[config.mk]
export PLATFORM = sky130hd
export DESIGN_NAME = instr_fetch_stage_flat
export DESIGN_NICKNAME = d
export VERILOG_FILES = /design/src/rtl/instr_fetch_if.sv /design/src/rtl/instr_fetch_stage.sv /design/src/flat_wrapper.sv
export SDC_FILE = /design/constraint.sdc
export NUM_CORES = 1
export LEC_CHECK = 0
export CORE_MARGIN = 5
export CORE_UTILIZATION = 46
export CTS_BUF_LIST = sky130_fd_sc_hd__clkbuf_16
export DETAILED_ROUTE_END_ITERATION = 7
export PLACE_DENSITY_LB_ADDON = 0.3
export SKIP_CTS_REPAIR_TIMING = 1
export SYNTH_ARGS = -nofsm -noshare
export SYNTH_HDL_FRONTEND = slang
export SYNTH_SLANG_ARGS = --single-unit
[constraint.sdc]
create_clock -name clk -period 6.1 [get_ports clk]
set_input_delay 1.83 -clock clk [delete_from_list [all_inputs] [get_ports clk]]
set_output_delay 1.83 -clock clk [all_outputs]
set_load 0.02 [all_outputs]
[src/rtl/instr_fetch_if.sv]
// Fetch-stage bus: hazard/EX control, instruction-memory port and IF/ID register outputs.
// The slave modport is the fetch stage; the master modport is the surrounding core or bench.
interface instr_fetch_if #(
  parameter int ADDR_WIDTH = 32
);
  logic                  stall_i;
  logic                  flush_i;
  logic                  redirect_i;
  logic [ADDR_WIDTH-1:0] redirect_pc_i;
  logic [ADDR_WIDTH-1:0] im_addr_o;
  logic [31:0]           im_data_i;
  logic [ADDR_WIDTH-1:0] ifid_pc_o;
  logic [ADDR_WIDTH-1:0] ifid_pc4_o;
  logic [31:0]           ifid_instr_o;
  logic                  ifid_valid_o;
  logic                  fault_o;
  logic [ADDR_WIDTH-1:0] fault_pc_o;

  modport master (
    output stall_i, flush_i, redirect_i, redirect_pc_i, im_data_i,
    input  im_addr_o, ifid_pc_o, ifid_pc4_o, ifid_instr_o, ifid_valid_o,
           fault_o, fault_pc_o
  );

  modport slave (
    input  stall_i, flush_i, redirect_i, redirect_pc_i, im_data_i,
    output im_addr_o, ifid_pc_o, ifid_pc4_o, ifid_instr_o, ifid_valid_o,
           fault_o, fault_pc_o
  );
endinterface

[src/rtl/instr_fetch_stage.sv]
// RV32I IF stage: program counter, instruction fetch and IF/ID pipeline register.
// Optional macro IF_MISALIGN_TRAP_EN: misaligned redirect targets halt the stage and raise a fault.
module instr_fetch_stage #(
  parameter int              ADDR_WIDTH = 32,
  parameter logic [ADDR_WIDTH-1:0] RESET_PC = '0,
  parameter logic [31:0]     NOP_INSTR  = 32'h0000_0013
) (
  input logic          clk,
  input logic          rst,
  instr_fetch_if.slave bus
);

  typedef enum logic {RUN, HALT} state_t;

  typedef struct packed {
    logic [ADDR_WIDTH-1:0] pc;
    logic [ADDR_WIDTH-1:0] pc4;
    logic [31:0]           instr;
    logic                  vld;
  } ifid_t;

  localparam logic [ADDR_WIDTH-1:0] PC_STEP = ADDR_WIDTH'(4);
  localparam ifid_t IFID_BUBBLE = {{ADDR_WIDTH{1'b0}}, {ADDR_WIDTH{1'b0}}, NOP_INSTR, 1'b0};

  function automatic logic [ADDR_WIDTH-1:0] align_word(input logic [ADDR_WIDTH-1:0] addr);
    return addr & ~ADDR_WIDTH'(3);
  endfunction

  function automatic logic is_misaligned(input logic [ADDR_WIDTH-1:0] addr);
    return addr[1:0] != 2'b00;
  endfunction

  state_t                r_state;
  logic [ADDR_WIDTH-1:0] r_pc_p0;
  ifid_t                 r_ifid_p1;
  logic [ADDR_WIDTH-1:0] w_pc_plus4;
  logic [ADDR_WIDTH-1:0] w_redirect_tgt;
  logic                  w_misaligned;
  ifid_t                 w_fetched;

  assign w_pc_plus4 = r_pc_p0 + PC_STEP;
  assign w_fetched  = {r_pc_p0, w_pc_plus4, bus.im_data_i, 1'b1};

`ifdef IF_MISALIGN_TRAP_EN
  logic                  r_fault;
  logic [ADDR_WIDTH-1:0] r_fault_pc;

  assign w_redirect_tgt = bus.redirect_pc_i;
  assign w_misaligned   = is_misaligned(bus.redirect_pc_i);
  assign bus.fault_o    = r_fault;
  assign bus.fault_pc_o = r_fault_pc;
`else
  // Without the trap the low target bits are simply dropped, so HALT is never entered.
  assign w_redirect_tgt = align_word(bus.redirect_pc_i);
  assign w_misaligned   = 1'b0;
  assign bus.fault_o    = 1'b0;
  assign bus.fault_pc_o = '0;
`endif

  // p0: program counter / p1: IF/ID register
  always_ff @(posedge clk) begin
    if (rst) begin
      r_state   <= RUN;
      r_pc_p0   <= RESET_PC;
      r_ifid_p1 <= IFID_BUBBLE;
`ifdef IF_MISALIGN_TRAP_EN
      r_fault    <= 1'b0;
      r_fault_pc <= '0;
`endif
    end else begin
      case (r_state)
        RUN: begin
          if (bus.redirect_i) begin
            r_ifid_p1 <= IFID_BUBBLE;
            if (w_misaligned) begin
              r_state <= HALT;
`ifdef IF_MISALIGN_TRAP_EN
              r_fault    <= 1'b1;
              r_fault_pc <= bus.redirect_pc_i;
`endif
            end else begin
              r_pc_p0 <= w_redirect_tgt;
            end
          end else if (bus.stall_i) begin
            if (bus.flush_i) r_ifid_p1 <= IFID_BUBBLE;
          end else if (bus.flush_i) begin
            r_ifid_p1 <= IFID_BUBBLE;
            r_pc_p0   <= w_pc_plus4;
          end else begin
            r_ifid_p1 <= w_fetched;
            r_pc_p0   <= w_pc_plus4;
          end
        end
        HALT: begin
          r_ifid_p1 <= IFID_BUBBLE;
        end
        default: begin
          r_state   <= RUN;
          r_ifid_p1 <= IFID_BUBBLE;
        end
      endcase
    end
  end

  assign bus.im_addr_o    = r_pc_p0;
  assign bus.ifid_pc_o    = r_ifid_p1.pc;
  assign bus.ifid_pc4_o   = r_ifid_p1.pc4;
  assign bus.ifid_instr_o = r_ifid_p1.instr;
  assign bus.ifid_valid_o = r_ifid_p1.vld;

endmodule

[src/flat_wrapper.sv]
// flat-port wrapper written by rule: the top's interface ports become plain ports
module instr_fetch_stage_flat 
#(
  parameter int              ADDR_WIDTH = 32,
  parameter logic [ADDR_WIDTH-1:0] RESET_PC = '0,
  parameter logic [31:0]     NOP_INSTR  = 32'h0000_0013
)
  (clk, rst, bus_stall_i, bus_flush_i, bus_redirect_i, bus_redirect_pc_i, bus_im_data_i, bus_im_addr_o, bus_ifid_pc_o, bus_ifid_pc4_o, bus_ifid_instr_o, bus_ifid_valid_o, bus_fault_o, bus_fault_pc_o);
  instr_fetch_if #(.ADDR_WIDTH(ADDR_WIDTH)) bus_i ();
  input logic clk;
  input logic rst;
  input wire logic [$bits(bus_i.stall_i)-1:0] bus_stall_i;
  input wire logic [$bits(bus_i.flush_i)-1:0] bus_flush_i;
  input wire logic [$bits(bus_i.redirect_i)-1:0] bus_redirect_i;
  input wire logic [$bits(bus_i.redirect_pc_i)-1:0] bus_redirect_pc_i;
  input wire logic [$bits(bus_i.im_data_i)-1:0] bus_im_data_i;
  output wire logic [$bits(bus_i.im_addr_o)-1:0] bus_im_addr_o;
  output wire logic [$bits(bus_i.ifid_pc_o)-1:0] bus_ifid_pc_o;
  output wire logic [$bits(bus_i.ifid_pc4_o)-1:0] bus_ifid_pc4_o;
  output wire logic [$bits(bus_i.ifid_instr_o)-1:0] bus_ifid_instr_o;
  output wire logic [$bits(bus_i.ifid_valid_o)-1:0] bus_ifid_valid_o;
  output wire logic [$bits(bus_i.fault_o)-1:0] bus_fault_o;
  output wire logic [$bits(bus_i.fault_pc_o)-1:0] bus_fault_pc_o;
  assign bus_i.stall_i = bus_stall_i;
  assign bus_i.flush_i = bus_flush_i;
  assign bus_i.redirect_i = bus_redirect_i;
  assign bus_i.redirect_pc_i = bus_redirect_pc_i;
  assign bus_i.im_data_i = bus_im_data_i;
  assign bus_im_addr_o = bus_i.im_addr_o;
  assign bus_ifid_pc_o = bus_i.ifid_pc_o;
  assign bus_ifid_pc4_o = bus_i.ifid_pc4_o;
  assign bus_ifid_instr_o = bus_i.ifid_instr_o;
  assign bus_ifid_valid_o = bus_i.ifid_valid_o;
  assign bus_fault_o = bus_i.fault_o;
  assign bus_fault_pc_o = bus_i.fault_pc_o;
  instr_fetch_stage #(.ADDR_WIDTH(ADDR_WIDTH), .RESET_PC(RESET_PC), .NOP_INSTR(NOP_INSTR)) u_core (.clk(clk), .rst(rst), .bus(bus_i));
endmodule
==> summary.txt, run 1 <==
Logic synthesis
  • Syn Inst Count: 633
  • Asr flop ratio synth: 0
  • Top_reg_cell synth: dfxtp_1
  • Yosys reg bits: 124
  • Post-synth EDFFs: 0
  • Yosys Warn Count: 0
  • Count of cell types in the netlist: 45
  • Syn Area/Cell: 8.65 um2
  • Sequential fraction of the synthesis area: 0.454
  • Post-Syn Area: 0.00547 mm2

Clock tree
  • Sink Count: 124
  • Root Driver: clkbuf_16
  • Clock-pin slew on the worst setup and hold paths: 50 ps
  • CTS tree: yes
  • Max Root-Sink Buffers: 2
  • Clk Latency, worst-skew pair: 420 ps
  • Inserted Clock Buffers: 17
  • H-tree Lvls: 4

Worst setup path
  • CP peak stage delay: 750 ps
  • Worst flop-to-flop path endpoint: u_core.bus.ifid_pc4_o[30]$_SDFFE_PP0P_
  • CP bufs+invs: 1
  • CP cell instances: clkdlybuf4s50_1, and4b_1, or4b_1, or3_1, a311oi_1
  • CP top delay family: simple AND/OR/NAND/NOR gates
  • CP Class: input port to flop
  • Critical Path Source: bus_stall_i
  • Reg2reg setup slack: 3470 ps
  • Critical-path maximum fanout: 15
  • R2R cell count: 6
  • Levels on crit path: 5
  • Crit path to: u_core.bus.im_addr_o[19]$_SDFFE_PP0N_
  • CP Launch Type: input port
  • Worst setup EP type: flop
  • Slowest library cell on the worst path: clkdlybuf4s50_1
  • CP Data Required Time: 6420 ps
  • Worst reg2reg path startpoint: u_core.bus.im_addr_o[2]$_SDFFE_PP0N_
  • Arrival time worst endpoint: 4280 ps

Die
  • Total die area: 0.0142 mm2
  • Starting Density: 0.475
  • Core area: 0.0115 mm2
  • # IOs: 231
  • Site row count: 39
  • Die Span Y: 119 um
  • Die X: 119 um

Final layout
  • Fin area: 0.00782 mm2
  • Area Overhead vs Synth: 42.8%
  • Share of cells above drive strength 1: 0.0563
  • Most frequent cells in the layout: 192 x clkdlybuf4s50_1, 124 x dfxtp_1, 110 x nor2_1
  • Finished Core Util: 0.679
  • Nets: 858
  • Commonest non-fill, non-tap cell in the layout: clkdlybuf4s50_1
  • Diode count: 0
  • Final non-filler cell total: 942

Timing
  • Top achievable clock speed: 253 MHz
  • Worst-Margin Slew: 974 ps
  • Max Slew Vio Count: 0
  • Layout Skew: 6.20 ps
  • Slew HR: 0.345
  • RSZ-0062 raised after global routing: no
  • Post-layout min period: 3960 ps
  • Setup TNS: 0 ps
  • Fin. Hold Viols: 0
  • Final setup vio count: 0
  • Period utilization: 0.649
  • Setup slack after layout: 2140 ps

Run
  • Max_cap viols: 0

Route
  • Antenna-violating nets left: 0
  • Wire per inst: 17.7 um
  • # DRC: 0
  • Vias per cell: 5.41
  • Via Count: 5100
  • Pre-Repair DR Iteration Count: 5
  • DRT iter0 DRCs: 406
  • Routed WL: 16.7 mm

Pwr
  • Clk pwr share: 0.481
  • Comb power frac: 0.106
  • Max rail drop VDD: 0.159 mV
  • NetSw: 504 uW
  • Leak: 2.78 nW
  • Internal power: 1.60 mW
  • PwrDens: 270 mW/mm2
  • Flop pwr share: 0.413
  • Sw Share: 0.239

Place
  • Placed Cells: 912
  • I/O Buffers: 193
  • Dpl cell area: 0.00723 mm2
  • Routability congestion estimate: 0.862
  • DP Worst Slack: 1750 ps
  • Final HPWL DP: 11.7 mm

GRT
  • Vias in the first global route: 5110
  • First-pass GRT wire length: 26.9 mm
  • Antenna violations before repair: 0
  • Total track usage: 0.234
  • GRT Residual Overflow: 0
  • Pin count of the biggest net entering global routing: 77

Run status
  • Status: finished clean

Min path
  • Worst min path class: flop to flop
[worst min-delay path: cells and delay by family, from the launching register on]
family,cells,cell delay (ps)
compound gates,1,50
flops,1,320
simple gates,1,40
[area by class of cell]
class                      instances  area [um2]
inverter                           3        11.3
clock inverter                    13         158
timing repair buffer             200        1980
fill                             939        3700
clock buffer                      17         425
tap                              143         179
sequential                       124        2480
multi-input combinational        442        2580
[synth_stat cells, types with 4 or more instances]
cell type    n  area [um2]
a211oi_1    16         120
a21oi_1     11        55.1
a22oi_1     67         503
and3_1       4        25.0
buf_2       11        55.1
buf_4       40         300
clkbuf_1    41         154
dfxtp_1    124        2480
nand2_1     43         161
nand2b_1     5        31.3
nand3_1     12        60.1
nand3b_1     4        30.0
nand4_1      9        56.3
nor2_1     110         413
nor3_1       8        40.0
nor4_1       4        25.0
nor4_2       4        50.1
o21ai_0     24         120
o22ai_1      6        37.5
or3_1        6        37.5
xnor2_1     22         193
xor2_1      28         245
[worst min path at each step]
stage / start / endpoint / cells past startpoint
after floorplan: u_core.bus.ifid_pc4_o[21]$_SDFFE_PP0P_ / u_core.bus.ifid_pc4_o[21]$_SDFFE_PP0P_ / 2
after global placement: u_core.bus.ifid_pc4_o[18]$_SDFFE_PP0P_ / u_core.bus.ifid_pc4_o[18]$_SDFFE_PP0P_ / 2
after detailed placement: u_core.bus.ifid_pc4_o[25]$_SDFFE_PP0P_ / u_core.bus.ifid_pc4_o[25]$_SDFFE_PP0P_ / 2
after CTS: u_core.bus.ifid_pc4_o[25]$_SDFFE_PP0P_ / u_core.bus.ifid_pc4_o[25]$_SDFFE_PP0P_ / 2
after global routing: u_core.bus.ifid_pc4_o[30]$_SDFFE_PP0P_ / u_core.bus.ifid_pc4_o[30]$_SDFFE_PP0P_ / 2
final: u_core.bus.ifid_pc4_o[25]$_SDFFE_PP0P_ / u_core.bus.ifid_pc4_o[25]$_SDFFE_PP0P_ / 2
[layer usage]
layer  global-route usage  routed length (um)  up-vias
li1                     -                   -     2418
met1                0.275                6840     2446
met2                0.384                7950      216
met3                0.103                1680       20
met4               0.0760                 216        0
met5                    0                   0        -
[state kept, by name, indices dropped and copies added, names as in the netlist]
name                     cells
u_core.bus.ifid_pc4_o       31
u_core.bus.im_addr_o        30
u_core.bus.ifid_valid_o      1
u_core.bus.ifid_instr_o     32
u_core.bus.ifid_pc_o        30
[metrics by stage]
stage,power (mW),hold WS [ps]
after floorplan,1.02,536
after CTS,2.12,454
after global routing,2.18,473
after detailed placement,1.11,441
after global placement,1.10,438
final,2.11,452
[power by group through the flow]
stage / registers, mW / clock network (mW) / logic, mW
floorplan: 0.891 / 0 / 0.128
global placement: 0.885 / 0 / 0.219
detailed placement: 0.886 / 0 / 0.222
CTS: 0.869 / 1.03 / 0.224
global route: 0.873 / 1.07 / 0.240
finish: 0.870 / 1.01 / 0.224
[cell families after synthesis]
group	count (synthesis)	synth area share
multiplexers	3	0.00549
other	1	0.000685
flip-flops	124	0.454
AO/OA/AOI/OAI	130	0.162
AND/OR/NAND/NOR	223	0.196
XOR/XNOR	50	0.0800
buffers and inverters	101	0.0999
adder cells (fa/ha/maj)	1	0.00229
(Power assumes the default switching activity.)
==> run 2, diff against run 1 <==
--- a/config.mk
+++ b/config.mk
@@ -6,7 +6,7 @@
 export NUM_CORES = 1
 export LEC_CHECK = 0
 export CORE_MARGIN = 5
-export CORE_UTILIZATION = 46
+export CORE_UTILIZATION = 43
 export CTS_BUF_LIST = sky130_fd_sc_hd__clkbuf_16
 export DETAILED_ROUTE_END_ITERATION = 7
 export PLACE_DENSITY_LB_ADDON = 0.3
==> constraint.sdc (replaced) <==
create_clock -name clk -period 4.1 [get_ports clk]
set_input_delay 1.23 -clock clk [delete_from_list [all_inputs] [get_ports clk]]
set_output_delay 1.23 -clock clk [all_outputs]
set_load 0.02 [all_outputs]
==> summary.txt, run 2 (synthesized netlist as in run 1, its figures left out) <==
Run status
  • Status: finished clean (unchanged)

Timing
  • Worst-Margin Slew: 1070 ps (was 974 ps)
  • Post-layout min period: 2990 ps
  • Setup TNS: 0 ps (unchanged)
  • Final setup vio count: 0 (unchanged)
  • Setup slack after layout: 1110 ps (was 2140 ps)
  • Max Slew Vio Count: 0 (unchanged)
  • Layout Skew: 5.62 ps (was 6.20 ps)
  • Slew HR: 0.278 (was 0.345)
  • Top achievable clock speed: 334 MHz
  • Fin. Hold Viols: 0 (unchanged)
  • RSZ-0062 raised after global routing: no (unchanged)
  • Period utilization: 0.730

Final layout
  • Fill cells: 1078 (was 939)
  • FF+latch area: 0.00248 mm2 (unchanged)
  • Share of cells above drive strength 1: 0.0636 (was 0.0563)
  • Max FFs per register: 32 (unchanged)
  • Diode count: 0 (unchanged)
  • Commonest non-fill, non-tap cell in the layout: clkdlybuf4s50_1 (unchanged)
  • Fin area: 0.00793 mm2 (was 0.00782 mm2)
  • Final non-filler cell total: 974 (was 942)
  • Area Overhead vs Synth: 44.9% (was 42.8%)
  • Most frequent cells in the layout: 192 x clkdlybuf4s50_1, 124 x dfxtp_1, 109 x nor2_1 (was 192 x clkdlybuf4s50_1, 124 x dfxtp_1, 110 x nor2_1)
  • Nets: 859 (was 858)
  • Finished Core Util: 0.631 (was 0.679)
  • Multi-input logic area: 0.00258 mm2 (about the same)

Worst setup path
  • Slowest library cell on the worst path: or4b_1 (was clkdlybuf4s50_1)
  • CP peak stage delay: 620 ps (was 750 ps)
  • Worst setup EP type: flop (unchanged)
  • CP bufs+invs: 1 (unchanged)
  • CP Launch Type: input port (unchanged)
  • Arrival time worst endpoint: 3310 ps (was 4280 ps)
  • Critical-path maximum fanout: 7 (was 15)
  • CP top delay family: simple AND/OR/NAND/NOR gates (unchanged)
  • CP Data Required Time: 4420 ps (was 6420 ps)
  • CP cell instances: clkdlybuf4s50_1, and4b_1, or4b_1, or3_1, a311oi_1 (unchanged)
  • CP Class: input port to flop (unchanged)

Route
  • Wire per inst: 17.1 um (was 17.7 um)
  • Wire length on met2: 8.06 mm (was 7.95 mm)
  • DRT iter0 DRCs: 448 (was 406)
  • Metal-1 WL: 6.69 mm (was 6.84 mm)
  • DR WL met3: 1.54 mm (was 1.68 mm)
  • Via Count: 5016 (was 5100)
  • DR top layer: met4 (unchanged)
  • Vias per cell: 5.15 (was 5.41)
  • Routed WL: 16.6 mm (was 16.7 mm)
  • Pre-Repair DR Iteration Count: 7 (was 5)
  • # DRC: 0 (unchanged)
  • Antenna-violating nets left: 0 (unchanged)

GRT
  • Vias in the first global route: 4881 (was 5110)
  • GRT Residual Overflow: 0 (unchanged)
  • Total track usage: 0.220 (was 0.234)
  • First-pass GRT wire length: 25.9 mm (was 26.9 mm)
  • Antenna violations before repair: 0 (unchanged)
  • Pin count of the biggest net entering global routing: 61 (was 77)

Min path
  • Worst min path class: flop to flop (unchanged)

Pwr
  • Leak: 2.80 nW (was 2.78 nW)
  • PwrDens: 406 mW/mm2 (was 270 mW/mm2)
  • Max rail drop VDD: 0.322 mV (was 0.159 mV)

Clock tree
  • Max Root-Sink Buffers: 2 (unchanged)
  • Inserted Clock Buffers: 17 (unchanged)
  • H-tree Lvls: 4 (unchanged)
  • CTS tree: yes (unchanged)
  • Sink Count: 124 (unchanged)
  • Clock-pin slew on the worst setup and hold paths: 60 ps (was 50 ps)
  • Clk Latency, worst-skew pair: 410 ps (was 420 ps)
  • Root Driver: clkbuf_16 (unchanged)

Place
  • Routability congestion estimate: 0.894 (was 0.862)
  • I/O Buffers: 193 (unchanged)
  • DP Worst Slack: 675 ps (was 1750 ps)
  • Dpl cell area: 0.00730 mm2 (was 0.00723 mm2)
  • Final HPWL DP: 11.8 mm (was 11.7 mm)
  • Placed Cells: 942 (was 912)

Die
  • Site row count: 41 (was 39)
  • Starting Density: 0.435 (was 0.475)
  • Core area: 0.0126 mm2 (was 0.0115 mm2)
  • Die Span Y: 123 um (was 119 um)
  • # IOs: 231 (unchanged)
  • Die X: 123 um (was 119 um)
  • Total die area: 0.0151 mm2 (was 0.0142 mm2)

Run
  • Max_cap viols: 0 (unchanged)
## run 2: area by class of cell
type | count | area share
Tap cell | 172 | 0.0271
Multi-Input combinational cell | 442 | 0.325
Sequential cell | 124 | 0.313
Inverter | 3 | 0.00142
Clock inverter | 15 | 0.0256
Clock buffer | 17 | 0.0536
Timing Repair Buffer | 201 | 0.254
## run 2: power breakdown
group	internal, mW	switching, mW	total [mW]
Clock	1.06	0.531	1.59
Sequential	1.24	0.0555	1.29
Combinational	0.158	0.177	0.335
## run 2: worst paths after layout
kind | start | endpoint | slack, ps | cells past startpoint
setup / recovery | bus_stall_i | u_core.bus.im_addr_o[19]$_SDFFE_PP0N_ | 1110 | 5
hold / removal | u_core.bus.ifid_pc4_o[26]$_SDFFE_PP0P_ | u_core.bus.ifid_pc4_o[26]$_SDFFE_PP0P_ | 460 | 2
setup reg to reg | u_core.bus.im_addr_o[2]$_SDFFE_PP0N_ | u_core.bus.im_addr_o[28]$_SDFFE_PP0N_ | 1400 | 6
hold reg to reg | u_core.bus.ifid_pc4_o[26]$_SDFFE_PP0P_ | u_core.bus.ifid_pc4_o[26]$_SDFFE_PP0P_ | 460 | 2
## run 2: through the flow
stage / hold slack, ps / power, mW
after floorplan: 536 / 1.52
after global placement: 437 / 1.65
after detailed placement: 446 / 1.65
after CTS: 458 / 3.25
after global routing: 494 / 3.34
final: 457 / 3.22
## run 2: tightest hold or removal path, stage by stage, from the launching register on
cell and delay, ps:
dfxtp_1 320, nand2_1 50, o21ai_0 60
## run 2: metal layers
metal  vias to the layer above  global-route usage
met1                      2344               0.267
met3                        29              0.0724
met5                         -                   0
met4                         0              0.0875
met2                       215               0.361
li1                       2428                   -
